[src/rtl/hazard_ctrl_unit.sv]
// Pipeline hazard controller for the 5-stage core: load-use bubbles, multi-cycle EX freeze,
// branch flush, EX operand forwarding and a saturating stall-cycle counter.
module hazard_ctrl_unit #(
    parameter int REG_W        = 5,
    parameter int LOAD_BUBBLES = 1,
    parameter int MC_LAT       = 4,
    parameter int CNT_W        = 16
) (
    input  logic             clk,
    input  logic             rst_n,
    input  logic [REG_W-1:0] id_rs1,
    input  logic [REG_W-1:0] id_rs2,
    input  logic             id_rs1_used,
    input  logic             id_rs2_used,
    input  logic [REG_W-1:0] ex_rs1,
    input  logic [REG_W-1:0] ex_rs2,
    input  logic [REG_W-1:0] ex_rd,
    input  logic             ex_mem_read,
    input  logic             ex_mc_start,
    input  logic             branch_taken,
    input  logic [REG_W-1:0] mem_rd,
    input  logic             mem_reg_write,
    input  logic [REG_W-1:0] wb_rd,
    input  logic             wb_reg_write,
    output logic             pc_write,
    output logic             if_id_write,
    output logic             id_ex_write,
    output logic             id_ex_bubble,
    output logic             ex_mem_bubble,
    output logic             if_id_flush,
    output logic [1:0]       fwd_a,
    output logic [1:0]       fwd_b,
    output logic             busy,
    output logic [CNT_W-1:0] stall_cnt
);

    localparam int MAX_CYC = (LOAD_BUBBLES > MC_LAT) ? LOAD_BUBBLES : MC_LAT;
    localparam int REM_W   = (MAX_CYC > 2) ? $clog2(MAX_CYC) : 1;

    localparam bit MC_STALLS = (MC_LAT > 1);
    localparam bit MC_HOLD   = (MC_LAT > 2);
    localparam bit LU_HOLD   = (LOAD_BUBBLES > 1);

    // rem counts the stall cycles still owed after the current one; the trigger cycle in RUN
    // is itself the first stall cycle, so a multi-cycle op owes MC_LAT-2 further cycles.
    localparam logic [REM_W-1:0] LU_INIT = LU_HOLD ? REM_W'(LOAD_BUBBLES - 2) : '0;
    localparam logic [REM_W-1:0] MC_INIT = MC_HOLD ? REM_W'(MC_LAT - 3) : '0;

    typedef enum logic [1:0] {
        RUN        = 2'b00,
        LOAD_STALL = 2'b01,
        MC_BUSY    = 2'b10
    } state_t;

    state_t           state;
    state_t           state_nxt;
    logic [REM_W-1:0] rem;
    logic [REM_W-1:0] rem_nxt;

    logic lu;
    logic pc_write_c;
    logic if_id_write_c;
    logic id_ex_write_c;
    logic id_ex_bubble_c;
    logic ex_mem_bubble_c;
    logic if_id_flush_c;

    function automatic logic [1:0] fwd_sel(
        input logic [REG_W-1:0] rs,
        input logic [REG_W-1:0] m_rd,
        input logic             m_we,
        input logic [REG_W-1:0] w_rd,
        input logic             w_we
    );
        if (m_we && (m_rd != '0) && (m_rd == rs)) begin
            return 2'b10;
        end else if (w_we && (w_rd != '0) && (w_rd == rs)) begin
            return 2'b01;
        end
        return 2'b00;
    endfunction

    function automatic logic [CNT_W-1:0] sat_inc(input logic [CNT_W-1:0] v);
        return (v == {CNT_W{1'b1}}) ? v : v + CNT_W'(1);
    endfunction

    assign lu = ex_mem_read && (ex_rd != '0) &&
                ((id_rs1_used && (ex_rd == id_rs1)) || (id_rs2_used && (ex_rd == id_rs2)));

    always_ff @(posedge clk or negedge rst_n) begin
        if (!rst_n) begin
            state <= RUN;
            rem   <= '0;
        end else begin
            state <= state_nxt;
            rem   <= rem_nxt;
        end
    end

    always_comb begin
        state_nxt       = state;
        rem_nxt         = rem;
        pc_write_c      = 1'b1;
        if_id_write_c   = 1'b1;
        id_ex_write_c   = 1'b1;
        id_ex_bubble_c  = 1'b0;
        ex_mem_bubble_c = 1'b0;
        if_id_flush_c   = 1'b0;

        case (state)
            RUN: begin
                if (branch_taken) begin
                    if_id_flush_c  = 1'b1;
                    id_ex_bubble_c = 1'b1;
                end else if (ex_mc_start && MC_STALLS) begin
                    pc_write_c      = 1'b0;
                    if_id_write_c   = 1'b0;
                    id_ex_write_c   = 1'b0;
                    ex_mem_bubble_c = 1'b1;
                    if (MC_HOLD) begin
                        state_nxt = MC_BUSY;
                        rem_nxt   = MC_INIT;
                    end
                end else if (lu) begin
                    pc_write_c     = 1'b0;
                    if_id_write_c  = 1'b0;
                    id_ex_bubble_c = 1'b1;
                    if (LU_HOLD) begin
                        state_nxt = LOAD_STALL;
                        rem_nxt   = LU_INIT;
                    end
                end
            end
            LOAD_STALL: begin
                pc_write_c     = 1'b0;
                if_id_write_c  = 1'b0;
                id_ex_bubble_c = 1'b1;
                if (rem == '0) begin
                    state_nxt = RUN;
                end else begin
                    rem_nxt = rem - REM_W'(1);
                end
            end
            MC_BUSY: begin
                pc_write_c      = 1'b0;
                if_id_write_c   = 1'b0;
                id_ex_write_c   = 1'b0;
                ex_mem_bubble_c = 1'b1;
                if (rem == '0) begin
                    state_nxt = RUN;
                end else begin
                    rem_nxt = rem - REM_W'(1);
                end
            end
            default: begin
                state_nxt = RUN;
                rem_nxt   = '0;
            end
        endcase
    end

    // Reset forces a free-flowing pipeline immediately, independent of any clock edge.
    assign pc_write      = pc_write_c | ~rst_n;
    assign if_id_write   = if_id_write_c | ~rst_n;
    assign id_ex_write   = id_ex_write_c | ~rst_n;
    assign id_ex_bubble  = id_ex_bubble_c & rst_n;
    assign ex_mem_bubble = ex_mem_bubble_c & rst_n;
    assign if_id_flush   = if_id_flush_c & rst_n;
    assign busy          = (state != RUN) && rst_n;

    assign fwd_a = rst_n ? fwd_sel(ex_rs1, mem_rd, mem_reg_write, wb_rd, wb_reg_write) : 2'b00;
    assign fwd_b = rst_n ? fwd_sel(ex_rs2, mem_rd, mem_reg_write, wb_rd, wb_reg_write) : 2'b00;

    always_ff @(posedge clk or negedge rst_n) begin
        if (!rst_n) begin
            stall_cnt <= '0;
        end else if (!pc_write_c) begin
            stall_cnt <= sat_inc(stall_cnt);
        end
    end

endmodule

[config.mk]
export PLATFORM = sky130hd
export DESIGN_NAME = hazard_ctrl_unit
export DESIGN_NICKNAME = d
export VERILOG_FILES = /design/src/rtl/hazard_ctrl_unit.sv
export SDC_FILE = /design/constraint.sdc
export NUM_CORES = 1
export LEC_CHECK = 0
export BUFFER_PORTS_ARGS = -buffer_cell sky130_fd_sc_hd__buf_2
export CAP_MARGIN = 20
export CORE_ASPECT_RATIO = 0.5
export CORE_MARGIN = 8
export CORE_UTILIZATION = 48
export CTS_BUF_LIST = sky130_fd_sc_hd__clkbuf_16
export CTS_CLUSTER_SIZE = 30
export DETAILED_ROUTE_END_ITERATION = 6
export PLACE_DENSITY_LB_ADDON = 0.1
export SLEW_MARGIN = 0
export SYNTH_ARGS = -nofsm -noshare
export SYNTH_HDL_FRONTEND = slang
export SYNTH_SLANG_ARGS = --single-unit
[constraint.sdc]
create_clock -name clk -period 4.04 [get_ports clk]
set_clock_uncertainty 0.1 [all_clocks]
set_input_delay 0.404 -clock clk [delete_from_list [all_inputs] [get_ports clk]]
set_output_delay 0.404 -clock clk [all_outputs]
set_load 0.05 [all_outputs]
* Word level (Yosys, flattened, before mapping)
Cells that the tools add are included.
** Cells by class
- Reductions and logical operators :: 22
- Add/subtract/negate cells :: 2
- Equality and inequality tests :: 13
- Mux-type cells :: 36
- Bitwise gates (word level) :: 8
** Operators by type and width (count)
- 5-bit equality test :: 6
- 2-bit 2-to-1 mux :: 14
- 16-bit by 1-bit adder with 16-bit output, second input constant :: 1
- 16-bit equality test, second input constant :: 1
- 1-bit 2-to-1 mux :: 16
- 5-bit nonzero test :: 3
- 1-bit logical AND :: 11
- 1-bit one-hot mux with 2 select lines :: 4
- 2-bit one-hot mux with 2 select lines :: 2
- 2-bit inequality test, second input constant :: 3
- 3-bit AND reduction :: 2
- 2-bit logical NOT :: 2
- 1-bit AND :: 3
- 1-bit NOT :: 3
- 2-bit by 1-bit equality test with 1-bit output, second input constant :: 1
- 2-bit equality test, second input constant :: 1
- 2-bit by 1-bit inequality test with 1-bit output, second input constant :: 1
- 1-bit OR :: 2
- 2-bit AND reduction :: 1
- 2-bit nonzero test :: 1
- 2-bit OR reduction :: 1
- 2-bit by 1-bit subtractor with 2-bit output, second input constant :: 1
- 1-bit logical OR :: 1
** Word-level totals
- Bits in registers :: 20
- Bits of input ports :: 44
- Output and inout port bits :: 27
- Logic and storage cells :: 84

* Depth between registers and ports, before layout
Gate-level depths: netlist of run 1.
- Depth after elaboration :: 10
- Depth in mapped cells :: 8
- Gate-level depth less buffers :: 7

* Worst setup path after synthesis of run 1
OpenSTA, ideal clock, no wires.
- Path type :: input to output
- From :: input ex_rd[1]
- To :: output pc_write
- Data required time :: 3536 ps
- Path buffers :: 1
- Slack :: 773 ps
- Arrival time :: 2763 ps
- Stages :: 6
- Cells stage by stage :: or4_1 o21ai_1 nand2b_1 a21oi_1 o21ai_0 buf_4
** On the way
- Cells in the longest elaborated chain, start to end :: 9
- Elaborated cells on any way between the ends :: 13
- Classes of those cells :: eq/ne: 2; mux: 4; bitwise: 1; reduce/logical: 6
** RTL lines
- start, declared :: RTL line 17 : input logic [REG_W-1:0] ex_rd,
- 5-bit equality test :: RTL line 88 : ((id_rs1_used && (ex_rd == id_rs1)) || (id_rs2_used && (ex_rd == id_rs2)));
- 1-bit logical AND :: RTL line 88
- 1-bit logical OR :: RTL line 88
- 1-bit logical AND * :: RTL line 87 : assign lu = ex_mem_read && (ex_rd != '0) &&
- 1-bit 2-to-1 mux * (3 in series)
- 1-bit one-hot mux with 2 select lines *
- 1-bit OR *
- end, declared :: RTL line 25 : output logic pc_write,
Every way passes the cells marked *; elsewhere a longest branch is shown, timed or not.

* Final worst setup path of run 1
- From :: register stall_cnt[0]
- To :: register stall_cnt[1]
** On the way
- Cells in the longest elaborated chain, start to end :: 3
- Elaborated cells on any way between the ends :: 4
- Classes of those cells :: add/sub: 1; eq/ne: 1; bitwise: 1; reduce/logical: 1
** RTL lines
- start, declared :: RTL line 34 : output logic [CNT_W-1:0] stall_cnt
- start signal, assigned :: RTL line 178 : stall_cnt <= sat_inc(stall_cnt);
- branches (longest 3 deep; another with 16-bit by 1-bit adder with 16-bit output)
Several ways; the timed one is not identified.
A chain may end at the register's enable or synchronous reset.

==> metrics, run 1 <==
fillers 226; Die Y 53.4 um; measured slew at the worst slew-check pin 699 ps; sequential share of the synthesized area 35.3%; synth warn 0; total negative slack 0 ps; die area 0.00485 mm2; Critical Path, Cell by Cell ha_1 > nand4_1 > nor4_1 > nor3_1 > a21oi_2 > mux2_1; Crit-path slowest cell a21oi_2; CTS H-tree lvls 1; post-CTS repair timing setup buffer count 0; Yosys reg bits 19; most common cell after layout, fill and taps aside buf_2; antenna violations before repair 0; min Tclk post-route 2490 ps; area occupied by multi-input gates 828 um2; Clock Tree Buf Depth 2; P_leak 0.872 nW; Setup-failing EPs final 0; CTS tree built; Die Wd 90.9 um; clock root buffer clkbuf_16; CTS sink cnt 19; core area 0.00264 mm2; Post-CTS Resized 0; DR WL/cell 15.0 um; delay-heaviest family, CP compound AO/OA/AOI/OAI gates; # nets final 263; clock slew at reported path FFs 50 ps; Rel. slew slack 53.4%; Syn-to-layout area delta 34.5%; Syn Inst Count 143; GPL Wtd Cong 0.829; register area 475 um2; antenna viol nets, final 0; ratio of cells with drive above 1 in the final layout 35.6%; Num CTS Buffers 3; setup slack, reg-to-reg 1550 ps; Pwr per Cell Area 589 mW/mm2; Worst VDD drop 0.327 mV; DR vias/cell 5.26; Inserted Diodes 0; Buffers & Inverters on Critical Path 0; Final Hold Fails 0; MaxCap Viol Count 0; Final Total Pwr 1.07 mW; crit share post-route 61.7%; PortBufs 70; row cnt 13; max-slew violation count 0; critical setup path kind register to register; Total GRT Usage 16.4%; Synth cell types 30; top post-synthesis cells by area dfrtp_1 (35%), xor2_1 (15%), xnor2_1 (14%), nand3_1 (3.0%), nor3_1 (3.0%); Hold Slack 78.1 ps; post-DP HPWL 3140 um; Skew-Pair Late Insertion Delay 250 ps; Synth Cell Area 0.00135 mm2; DRT iter0 DRCs 60; worst path required time 4070 ps; largest net degree at the start of global routing 26; Worst setup SP type register; most frequent cells in the layout buf_2 (70), xor2_1 (23), xnor2_1 (21); critical path's largest stage delay 570 ps; syn nets 189; drt first pass iters 4; Hold/Removal Path Class input port to async pin; I/O Pins 71; outcome finished, final reports clean; Crit Path Max Fanout 17; RSZ-0062 raised after global routing no; vias in the first global route 1417; CTS hold repair buffers 0; gr ovfl total 0; first-pass GRT wire length 6400 um; residual DRC count 0; Max Freq 401 MHz; initial core utilization 51.0%; final WL 3800 um; Worst Path Arrival 2520 ps; via count 1330; top cell type's share of synthesized area 35.3%; Syn Area/Cell 9.41 um2; Setup crit end kind register; cell accounting for the most synthesized area dfrtp_1
[cell usage after synthesis]
cell type,instances
nand4_1,5
buf_6,1
o21ai_1,1
or4_1,5
nor3_1,8
buf_4,1
or2_2,1
o22ai_1,2
a21oi_1,3
inv_1,6
ha_1,2
nor2_1,4
dfrtp_1,19
nand4b_1,2
nor3b_1,3
o211ai_1,1
nor4_1,5
o21a_1,1
o21ai_0,3
xnor2_1,21
mux2_1,1
nand2b_1,3
mux2_2,1
a21oi_2,1
and2_1,4
o31ai_1,1
nand2_1,5
nor2b_1,2
xor2_1,23
nand3_1,8
[registers in the layout (all words and copies together) (netlist names)]
register / count
state: 1
rem: 2
stall_cnt: 16
[cell type report]
class	instances	share of cell area [%]
Clock buffer	3	4.15
Clock inverter	1	0.207
Inverter	6	1.24
Multi-Input combinational cell	116	45.8
Sequential cell	19	26.3
Tap cell	37	2.56
Timing Repair Buffer	71	19.8
[routing by layer]
metal	vias up	wire, um	global-route usage, %
li1	643	-	-
met5	-	0	0
met1	613	1660	17.9
met3	2	389	6.62
met4	0	13	4.02
met2	72	1740	29.9
[through the flow]
stage | worst slack [ps] | cell area (um2) | std cells | util (%)
6_report | 1550 | 1810 | 253 | 68.7
5_1_grt | 1310 | 1810 | 253 | 68.7
4_1_cts | 1570 | 1810 | 253 | 68.7
3_5_place_dp | 1560 | 1730 | 249 | 65.7
3_3_place_gp | 1590 | 1730 | 249 | 65.7
2_1_floorplan | 773 | 1350 | 143 | -
[power breakdown]
| part | internal, mW | leakage (nW) | switching [mW] |
|---|---|---|---|
| clock | 0.132 | 0.0423 | 0.0688 |
| combinational | 0.163 | 0.596 | 0.384 |
| sequential | 0.254 | 0.235 | 0.0642 |
| total | 0.548 | 0.872 | 0.517 |
[cell families after synthesis]
logic type,Yosys count,synth area share (%)
AO/OA/AOI/OAI,13,5.86
XOR/XNOR,44,28.7
adder cells (fa/ha/maj),2,1.86
buffers and inverters,8,3.07
multiplexers,2,1.67
flip-flops,19,35.3
AND/OR/NAND/NOR,55,23.5
[path summary, 6_finish.rpt]
path	start	end	depth (start not counted)
setup / recovery	stall_cnt[0]	stall_cnt[1]	6
hold / removal	rst_n	state[1]	2
setup reg to reg	stall_cnt[0]	stall_cnt[1]	6
hold reg to reg	stall_cnt[8]	stall_cnt[8]	1
max in group asynchronous	rst_n	stall_cnt[8]	2
min in group clk	stall_cnt[8]	stall_cnt[8]	1
Power figures use the tool's default switching activity.
==> run 2: changes to the inputs <==
--- a/config.mk
+++ b/config.mk
@@ -9,7 +9,7 @@
 export CAP_MARGIN = 20
 export CORE_ASPECT_RATIO = 0.5
 export CORE_MARGIN = 8
-export CORE_UTILIZATION = 48
+export CORE_UTILIZATION = 40
 export CTS_BUF_LIST = sky130_fd_sc_hd__clkbuf_16
 export CTS_CLUSTER_SIZE = 30
 export DETAILED_ROUTE_END_ITERATION = 6
==> constraint.sdc (replaced) <==
create_clock -name clk -period 2.05 [get_ports clk]
set_clock_uncertainty 0.1 [all_clocks]
set_input_delay 0.205 -clock clk [delete_from_list [all_inputs] [get_ports clk]]
set_output_delay 0.205 -clock clk [all_outputs]
set_load 0.05 [all_outputs]
==> run 2 against run 1 <==
Net effect: sequential share of layout area shrank 1.5 points; cell count rose by 5.5%; non-clock buffer count rose by 9; clock power up 98%; setup slack worse by 1400 ps; routed wire length is 7.5% higher; die area rose by 15%; largest cell class unchanged; largest power group unchanged.
==> metrics, run 2 (synthesis results as in run 1) <==
outcome finished, final reports clean; Post-Route M1 WL 2040 um; Skew-Pair Late Insertion Delay 250 ps; post-DP HPWL 3310 um; DR vias/cell 4.93; max-slew violation count 0; dpl ws -38.4 ps; largest net degree at the start of global routing 20; post-CTS repair timing setup buffer count 0; clock root buffer clkbuf_16; Total GRT Usage 15.2%; Die Y 57.0 um; Top Layer Used met4; worst path required time 1750 ps; WL met3 244 um; CTS sink cnt 19; Biggest register stall_cnt; row cnt 15; MaxCap Viol Count 0; Syn-to-layout area delta 47.4%; critical setup path kind input port to output port; DRT iter0 DRCs 43; residual DRC count 0; Setup crit end kind output port; drt first pass iters 4; Post-Place Cell Area 0.00186 mm2; worst hold start ex_mc_start; Pwr per Cell Area 1130 mW/mm2; CTS H-tree lvls 1; most frequent cells in the layout buf_2 (68), xor2_1 (23), xnor2_1 (21); Critical Path, Cell by Cell buf_2 > or4_1 > o21ai_2 > nor4_2 > nor4_4 > buf_4; initial core utilization 40.5%; Worst Hold Endpoint state[1]; Hold/Removal Path Class input port to register; antenna viol nets, final 0; PortBufs 70; Clock Tree Buf Depth 2; min Tclk post-route 1940 ps; vias in the first global route 1440; Final Total Pwr 2.24 mW; Inserted Diodes 0; Crit-path slowest cell or4_1; via count 1317; biggest regs stall_cnt x16, rem x2, state x1; Max Freq 515 MHz; Die Wd 98.0 um; origin of the critical flop-to-flop path stall_cnt[4]; gr ovfl total 0; die area 0.00559 mm2; # nets final 272; P_leak 0.920 nW; worst setup margin 109 ps; CTS tree built; Rel. slew slack 42.2%; Worst setup SP type input port; delay-heaviest family, CP simple AND/OR/NAND/NOR gates; clock slew at reported path FFs 50 ps; ratio of cells with drive above 1 in the final layout 46.7%; measured slew at the worst slew-check pin 865 ps; Crit Path Max Fanout 2; Worst VDD drop 0.466 mV; Final Hold Fails 0; setup slack, reg-to-reg 140 ps; Buffers & Inverters on Critical Path 2; FF-to-FF path depth 7; Cells on Worst Hold Path 3; critical path's largest stage delay 530 ps; I/O Pins 71; final WL 4080 um; first-pass GRT wire length 6960 um; Setup-failing EPs final 0; Worst Path Arrival 1640 ps; antenna violations before repair 0; most common cell after layout, fill and taps aside buf_2; DR WL/cell 15.3 um; met2 routed WL 1780 um; Critical R2R Capture stall_cnt[13]; core area 0.00332 mm2; GPL Wtd Cong 0.766; max reg flops 16; Num CTS Buffers 3; final instance area 0.00198 mm2; crit share post-route 94.7%
## run 2: tightest hold or removal path, delay by kind of cell
kind,cells,cell delay [ps]
buffers and inverters,1,110
AO/OA/AOI/OAI,2,320
## run 2: final cells by class
type | instances | area [um2]
Clock inverter | 1 | 3.75
Inverter | 6 | 22.5
Clock buffer | 3 | 75.1
Sequential cell | 19 | 490
Multi-Input combinational cell | 116 | 906
Tap cell | 42 | 52.6
Fill cell | 297 | 1340
Timing Repair Buffer | 80 | 433
## run 2: power by group
group | internal, mW | total, mW | switching [mW] | leakage (nW)
clock | 0.259 | 0.395 | 0.136 | 0.0423
sequential | 0.518 | 0.655 | 0.138 | 0.221
combinational | 0.389 | 1.19 | 0.803 | 0.657
total | 1.17 | 2.24 | 1.08 | 0.920
## run 2: layer usage
layer,up-vias,track usage (%)
met5,-,0
met4,0,3.29
met3,2,4.73
met2,40,23.0
met1,614,20.7
li1,661,-
## run 2: what timing repair did
item | 4_1_cts | 5_1_grt
pin swaps | 0 | 1
setup endpoints to repair | 2 | 12
hold endpoints to repair | 19 | 0
hold buffers | 1 | 0
gates resized for setup | 2 | 5
## run 2: how the worst max path moves through the flow
stage	end	from	cells after the start
3_3_place_gp	fwd_b[0]	mem_rd[1]	6
3_5_place_dp	fwd_b[0]	mem_rd[1]	6
5_1_grt	fwd_b[1]	mem_rd[2]	7
4_1_cts	fwd_b[1]	mem_rd[2]	7
2_1_floorplan	stall_cnt[1]	stall_cnt[2]	6
6_report	fwd_b[0]	mem_rd[1]	6
## run 2: stage by stage
step	instances	hold WS, ps	util [%]	TNS (ps)
2_1_floorplan	143	-191	-	-167
3_3_place_gp	262	134	56.1	-3.54
3_5_place_dp	262	138	56.1	-59.7
4_1_cts	267	332	58.9	0
5_1_grt	267	376	59.7	-27.5
6_report	267	343	59.7	0
